<file path="src/rtl/mm_tile_scheduler.sv">
// Tile scheduler for one tiled M x K x N matmul through mm_unit: issues A/B tile reads, drains, pulses done.
// Optional k-step zero skipping is compiled in with `define SCHED_ZERO_SKIP_EN.
module mm_tile_scheduler #(
  parameter int M         = 16,
  parameter int K         = 16,
  parameter int N         = 16,
  parameter int M_TILE    = 4,
  parameter int K_TILE    = 4,
  parameter int N_TILE    = 4,
  parameter int DW_INT    = 8,
  parameter int AW        = 8,
  parameter int DRAIN_CYC = 6,
  localparam int MT       = M / M_TILE,
  localparam int KT       = K / K_TILE,
  localparam int NT       = N / N_TILE
) (
  input  logic              clk,
  input  logic              reset,
  input  logic              i_start,
  input  logic              i_stall,
  input  logic [KT-1:0]     i_skip_mask,
  output logic              o_busy,
  output logic              o_done,
  output logic              o_a_rd_en,
  output logic [AW-1:0]     o_a_rd_addr,
  output logic              o_b_rd_en,
  output logic [AW-1:0]     o_b_rd_addr,
  output logic              o_mm_enable,
  output logic [DW_INT-1:0] o_mm_ptr_m,
  output logic [DW_INT-1:0] o_mm_ptr_n,
  output logic [1:0]        o_mm_in_valid,
  output logic [1:0]        o_dbg_state
);

  localparam int MW  = (MT > 1) ? $clog2(MT) : 1;
  localparam int NW  = (NT > 1) ? $clog2(NT) : 1;
  localparam int KW  = (KT > 1) ? $clog2(KT) : 1;
  localparam int DCW = $clog2(DRAIN_CYC + 1);

  typedef enum logic [1:0] {
    ST_IDLE  = 2'd0,
    ST_ISSUE = 2'd1,
    ST_DRAIN = 2'd2,
    ST_DONE  = 2'd3
  } state_t;

  state_t            r_state;
  state_t            w_state_nxt;
  logic [MW-1:0]     r_m;
  logic [NW-1:0]     r_n;
  logic [KW-1:0]     r_k;
  logic [DCW-1:0]    r_drain;
  logic              r_mm_enable;
  logic [1:0]        r_mm_in_valid;
  logic [DW_INT-1:0] r_mm_ptr_m;
  logic [DW_INT-1:0] r_mm_ptr_n;

  logic [KT-1:0]     w_mask;
  logic [KT-1:0]     w_start_mask;
  logic [KW-1:0]     w_k_next;
  logic              w_k_has_next;
  logic              w_busy;
  logic              w_issue;
  logic              w_last_n;
  logic              w_last_m;
  logic              w_last_issue;
  logic              w_drain_end;

`ifdef SCHED_ZERO_SKIP_EN
  logic [KT-1:0]     r_mask;

  always_ff @(posedge clk) begin
    if (reset) begin
      r_mask <= '0;
    end else if (r_state == ST_IDLE && i_start) begin
      r_mask <= i_skip_mask;
    end
  end

  assign w_start_mask = i_skip_mask;
  assign w_mask       = r_mask;
`else
  logic w_unused_skip;
  assign w_unused_skip = ^i_skip_mask;
  assign w_start_mask  = '0;
  assign w_mask        = '0;
`endif

  // Lowest k-step not flagged as all-zero; 0 when every step is masked.
  function automatic logic [KW-1:0] f_first(input logic [KT-1:0] mask);
    f_first = '0;
    for (int i = KT - 1; i >= 0; i--) begin
      if (!mask[i]) f_first = KW'(i);
    end
  endfunction

  always_comb begin
    w_k_next     = '0;
    w_k_has_next = 1'b0;
    for (int i = KT - 1; i >= 0; i--) begin
      if (!w_mask[i] && (i > int'(r_k))) begin
        w_k_next     = KW'(i);
        w_k_has_next = 1'b1;
      end
    end
  end

  assign w_busy       = (r_state == ST_ISSUE) || (r_state == ST_DRAIN);
  assign w_issue      = (r_state == ST_ISSUE) && !i_stall;
  assign w_last_n     = (r_n == NW'(NT - 1));
  assign w_last_m     = (r_m == MW'(MT - 1));
  assign w_last_issue = w_issue && !w_k_has_next && w_last_n && w_last_m;
  assign w_drain_end  = (r_state == ST_DRAIN) && !i_stall &&
                        (r_drain == DCW'(DRAIN_CYC - 1));

  always_comb begin
    w_state_nxt = r_state;
    case (r_state)
      ST_IDLE:  if (i_start) w_state_nxt = (&w_start_mask) ? ST_DRAIN : ST_ISSUE;
      ST_ISSUE: if (w_last_issue) w_state_nxt = ST_DRAIN;
      ST_DRAIN: if (w_drain_end) w_state_nxt = ST_DONE;
      ST_DONE:  w_state_nxt = ST_IDLE;
      default:  w_state_nxt = ST_IDLE;
    endcase
  end

  always_ff @(posedge clk) begin
    if (reset) r_state <= ST_IDLE;
    else       r_state <= w_state_nxt;
  end

  // Walk order is k fastest, then n, then m; counters return to 0 after the last issue.
  always_ff @(posedge clk) begin
    if (reset) begin
      r_m <= '0;
      r_n <= '0;
      r_k <= '0;
    end else if (r_state == ST_IDLE && i_start) begin
      r_m <= '0;
      r_n <= '0;
      r_k <= f_first(w_start_mask);
    end else if (w_issue) begin
      if (w_k_has_next) begin
        r_k <= w_k_next;
      end else begin
        r_k <= (w_last_n && w_last_m) ? '0 : f_first(w_mask);
        if (w_last_n) begin
          r_n <= '0;
          r_m <= w_last_m ? '0 : r_m + 1'b1;
        end else begin
          r_n <= r_n + 1'b1;
        end
      end
    end
  end

  always_ff @(posedge clk) begin
    if (reset) begin
      r_drain <= '0;
    end else if (r_state == ST_DRAIN && !i_stall) begin
      r_drain <= w_drain_end ? '0 : r_drain + 1'b1;
    end
  end

  // Read data returns one cycle after the issue, so mm_unit controls are delayed by one register.
  always_ff @(posedge clk) begin
    if (reset) begin
      r_mm_enable   <= 1'b0;
      r_mm_in_valid <= 2'b00;
      r_mm_ptr_m    <= '0;
      r_mm_ptr_n    <= '0;
    end else begin
      r_mm_enable   <= w_busy && !i_stall;
      r_mm_in_valid <= {2{w_issue}};
      if (w_issue) begin
        r_mm_ptr_m <= DW_INT'(r_m) * DW_INT'(M_TILE);
        r_mm_ptr_n <= DW_INT'(r_n) * DW_INT'(N_TILE);
      end
    end
  end

  assign o_busy        = w_busy;
  assign o_done        = (r_state == ST_DONE);
  assign o_a_rd_en     = w_issue;
  assign o_b_rd_en     = w_issue;
  assign o_a_rd_addr   = AW'(r_m) * AW'(KT) + AW'(r_k);
  assign o_b_rd_addr   = AW'(r_k) * AW'(NT) + AW'(r_n);
  assign o_mm_enable   = r_mm_enable;
  assign o_mm_ptr_m    = r_mm_ptr_m;
  assign o_mm_ptr_n    = r_mm_ptr_n;
  assign o_mm_in_valid = r_mm_in_valid;
  assign o_dbg_state   = r_state;

endmodule

</file>
<file path="config.mk">
export PLATFORM = sky130hd
export DESIGN_NAME = mm_tile_scheduler
export DESIGN_NICKNAME = d
export VERILOG_FILES = /design/src/rtl/mm_tile_scheduler.sv
export SDC_FILE = /design/constraint.sdc
export NUM_CORES = 1
export LEC_CHECK = 0
export CAP_MARGIN = 20
export CORE_ASPECT_RATIO = 0.7
export CORE_MARGIN = 2
export CORE_UTILIZATION = 40
export CTS_CLUSTER_DIAMETER = 80
export DETAILED_ROUTE_END_ITERATION = 12
export PLACE_DENSITY = 0.89
export SLEW_MARGIN = 25
export SYNTH_ARGS = -nofsm -noshare
export SYNTH_HDL_FRONTEND = slang
export SYNTH_SLANG_ARGS = --single-unit
</file>
<file path="constraint.sdc">
create_clock -name clk -period 1.7 [get_ports clk]
set_input_delay 0.425 -clock clk [delete_from_list [all_inputs] [get_ports clk]]
set_output_delay 0.425 -clock clk [all_outputs]
set_load 0.005 [all_outputs]
</file>
# After elaboration in Yosys (flattened, before gate mapping)
# Cells that the tools add are included.
dict set report word_totals {
  word_cells 57
  memories 0
  regBits 17
  ramBits 0
  output_inout_bits 41
  in_bits 8
  rom_bits 0
  latchBits 0
}
dict set report classes {
  bitwise_logic 1
  n_lt_le_gt_ge 3
  n_shift 0
  n_addsub 5
  n_eq_ne 9
  div 0
  reduce_logical 16
  n_mux 14
  n_mul 0
}
# cell count
set ops {}
lappend ops {{$mux W2} 9}
lappend ops {{$add A4 B2 Y5} 2}
lappend ops {{$eq A2 B2 Y1 const B} 4}
lappend ops {{$logic_and A1 B1 Y1} 8}
lappend ops {{$pmux W2 S4} 1}
lappend ops {{$ne A2 B2 Y1 const B} 3}
lappend ops {{$reduce_and A3 Y1} 2}
lappend ops {{$add A2 B1 Y2 const B} 2}
lappend ops {{$gt A2 B2 Y1 const A} 2}
lappend ops {{$add A3 B1 Y3 const B} 1}
lappend ops {{$eq A3 B3 Y1 const B} 1}
lappend ops {{$mux W1} 3}
lappend ops {{$mux W3} 1}
lappend ops {{$eq A2 B1 Y1 const B} 1}
lappend ops {{$gt A1 B2 Y1 const A} 1}
lappend ops {{$logic_not A1 Y1} 2}
lappend ops {{$logic_not A2 Y1} 1}
lappend ops {{$reduce_and A2 Y1} 1}
lappend ops {{$reduce_or A2 Y1} 1}
lappend ops {{$logic_or A1 B1 Y1} 1}
lappend ops {{$not A1 Y1} 1}

# Depth between registers and ports, before layout
dict set report logic_depth {
  word_depth 10
  ltp_mapped 8
}

# Worst setup path after synthesis
# OpenSTA, ideal clock, no wires.
dict set report synth_path {
  path_kind {register -> output}
  start {register r_state[1] (netlist: o_dbg_state[1])}
  end {output port o_b_rd_en}
  arrival_time_ns 1.079
  setup_slack_ns 0.196
  path_stages_with_launch 7
  cell_sequence {dfxtp_1 inv_1 ha_1 nand2b_4 buf_6 clkinv_4 buf_4}
}
dict set report synth_between {
  elab_chain_cells 2
}
# item line
set synth_rtl {}
lappend synth_rtl {{start, declared} 47} ;# state_t r_state;
lappend synth_rtl {{start signal, assigned} 129} ;# else r_state <= w_state_nxt;
lappend synth_rtl {{$eq A2 B1 Y1} 109} ;# assign w_issue = (r_state == ST_ISSUE) && !i_stall;
lappend synth_rtl {{$logic_and A1 B1 Y1} 109}
lappend synth_rtl {{end, declared} 26} ;# output logic o_b_rd_en,
# Every way passes these cells.

# Final worst setup path
dict set report layout_path {
  start {register r_state[0] (netlist: o_dbg_state[0])}
  end {output port o_busy}
}
dict set report layout_between {
  elab_chain_cells 2
}
# item line
set layout_rtl {}
lappend layout_rtl {{$eq A2 B1 Y1 / $eq A2 B2 Y1 (equally long branches)} 108} ;# assign w_busy = (r_state == ST_ISSUE) || (r_state == ST_DRAIN);
lappend layout_rtl {{$logic_or A1 B1 Y1 (*)} 108}
lappend layout_rtl {{end, declared} 22} ;# output logic o_busy,
# Every way passes the cells marked *; elsewhere a longest branch is shown, timed or not.

==> out/metrics.yaml <==
outcome:
  status: "finished, final reports clean"
layout:
  drive_above_1_share_pct: 19.6
  regArea_um2: 344
  n_antenna_cell: 0
  multi_input_area_um2: 571
  fin_nets: 173
  fill_cells: 231
  area_growth_pct: 30.2
  finalInstanceArea_mm2: 0.00135
placed_design:
  place.port_buffers: 24
  dp.final_hpwl_um: 1620
  place_congestion: 0.780
  dpl_cell_area_mm2: 0.00126
  dp_slack_ns: -0.316
clock_tree:
  numCtsBuffers: 3
  clockRootBuffer: "clkbuf_8"
  clkTransAtPathRegs_ns: 0.07
  htree_levels: 1
  clk_latency_ns: 0.26
  numClockSinks: 17
  hold_buffers: 0
  cts_tree: "done"
  cts_buffer_depth: 2
timing:
  finalSetupViolCount: 0
  fin_worst_skew_ns: 0.00832
  whs_ns: 0.463
  hold_viol_final: 0
  drv_slew: 0
  rsz0062_at_grt: "no"
  min_period_ns: 1.65
  max_freq_mhz: 608
  fin_ws_ns: 0.0547
  min_period_over_period_pct: 96.8
synth:
  synth_cell_type_count: 28
  async_flop_share_pct: 0
  syn_area_per_cell_um2: 8.64
  ys_seq_area_share_pct: 32.8
  synth_edf_count: 0
  synth.ff_latch_count: 17
  netlist_area_mm2: 0.00104
  ys.flop_type: "dfxtp_1"
  yosysWarnings: 0
  syn-instance-count: 120
global_route:
  grt_pass1_wl_um: 3330
  antenna_found_initial: 0
  grt_use_total_pct: 15.4
  grt_pass1_vias: 767
  grt_max_degree: 10
  grt_overflow: 0
detailed_routing:
  drt-total-wl_um: 2160
  vias: 851
  wl_per_cell_um: 11.5
  drcViolationCount: 0
  wl_met1_um: 910
  first_pass_iters: 4
  first_iter_violations: 11
  wl_met2_um: 1060
  route.met3.wl_um: 118
  highest_layer: "met4"
  antenna_left: 0
  drt-vias-per-instance: 4.55
setup_path:
  cp-end-kind: "output port"
  crit_arrival_ns: 1.22
  path_cells: "buf_4, inv_4, ha_4, clkdlybuf4s15_1"
  critPathMaxFanout: 3
  cp_top_family: "buffers and inverters"
  startpoint_type: "flip-flop"
  required_ns: 1.27
  max_stage_delay_ns: 0.34
  worstSetupPathType: "reg -> out"
  path_buf_inv: 3
  crit_slowest_cell: "dfxtp_2"
  reg2reg_slack_ns: 0.20
pwr:
  p_leak_nw: 0.582
  power_density_mw_per_mm2: 1080
  ir_worst_vdd_v: 0.000474
  power_mw: 1.46
hold_path:
  hp-class: "reg -> reg"
die:
  rows: 15
  initial_core_util_pct: 42.2
  dieWidth_um: 64.9
  pin_count: 49
  die_h_um: 46.6
  core-area_mm2: 0.00246
  fp.dieArea_mm2: 0.00302
flow_run:
  max_cap_violations: 0
worst register-to-register path, delay by kind of cell, from the launching register on:
family	cells	cell delay, ns
fa+ha+maj	1	0.23
flops	1	0.33
compound gates	1	0.15
buf+inv	2	0.20
simple gates	2	0.51
metal layers:
layer  track usage [%]  up-vias
met2              27.8       25
li1                  -      418
met4              9.79        0
met1              15.8      401
met3              5.38        7
met5                 0        -
synth_stat cells, types with 2 or more instances:
master	n	area, µm²
nand2_1	14	52.6
o21ai_0	2	10.0
nor2_1	9	33.8
nand2b_4	2	27.5
inv_1	5	18.8
nor3_1	2	10.0
ha_1	11	138
dfxtp_1	17	340
a21oi_1	14	70.1
nor3b_1	3	22.5
buf_4	24	180
cells in the final DEF (no fill, tap or decap), types with 2 or more instances in the layout:
cell / Yosys / final
conb_1: 1 / 20
clkdlybuf4s50_1: 0 / 19
nand2_1: 14 / 14
a21oi_1: 14 / 14
dfxtp_1: 17 / 14
buf_4: 24 / 12
nor2_1: 9 / 9
ha_1: 11 / 9
inv_1: 5 / 3
nor3b_1: 3 / 3
clkbuf_8: 0 / 3
dfxtp_2: 0 / 3
nand2b_4: 2 / 2
o21ai_0: 2 / 2
nor3_1: 2 / 2
ha_4: 0 / 2
dlygate4sd2_1: 0 / 2
clkbuf_2: 0 / 2
final timing paths:
| path | startpoint | end | cells past startpoint |
|---|---|---|---|
| worst max-delay path | o_dbg_state[0] | o_busy | 4 |
| worst min register to register | o_mm_ptr_m[2] | o_mm_ptr_m[2] | 2 |
| worst max register to register | o_dbg_state[0] | r_drain[2] | 6 |
| worst min-delay path | o_mm_ptr_m[2] | o_mm_ptr_m[2] | 2 |
report_power, final:
| group | internal (mW) | switching (mW) |
|---|---|---|
| Sequential | 0.440 | 0.0276 |
| Clock | 0.167 | 0.144 |
| Combinational | 0.366 | 0.314 |
| Total | 0.974 | 0.486 |
registers in the layout (all words and copies together), names as in the netlist:
register and flops:
o_dbg_state 2, r_k 2, r_drain 3, o_mm_in_valid 1
r_m 2, o_mm_ptr_n 2, r_n 2, o_mm_enable 1
o_mm_ptr_m 2
layout make-up:
type	instances	area share [%]
tap	34	3.15
multi-input combinational	90	42.3
clock buffer	4	3.34
sequential	17	25.5
timing repair buffer	36	23.5
inverter	6	2.22
through the flow:
step / setup TNS (ns) / util, % / instances
final: 0 / 54.9 / 187
after CTS: 0 / 55.1 / 187
after detailed placement: -0.953 / 51.4 / 180
after global routing: 0 / 54.9 / 187
after floorplan: 0 / - / 139
after global placement: -0.833 / 51.4 / 180
cells by family after synthesis:
family	share of synthesized area [%]
other	0.362
muxes	0.965
and+or+nand+nor	21.1
AOI/OAI and AO/OA	10.0
buffers and inverters	21.5
DFF	32.8
adders and majority gates	13.3
timing repair:
item | CTS | global route
endpoints found under the setup margin | 5 | 5
cloned | 0 | 0
buffers inserted | 3 | 0
resized for setup | 14 | 5
Power figures use the tool's default switching activity.
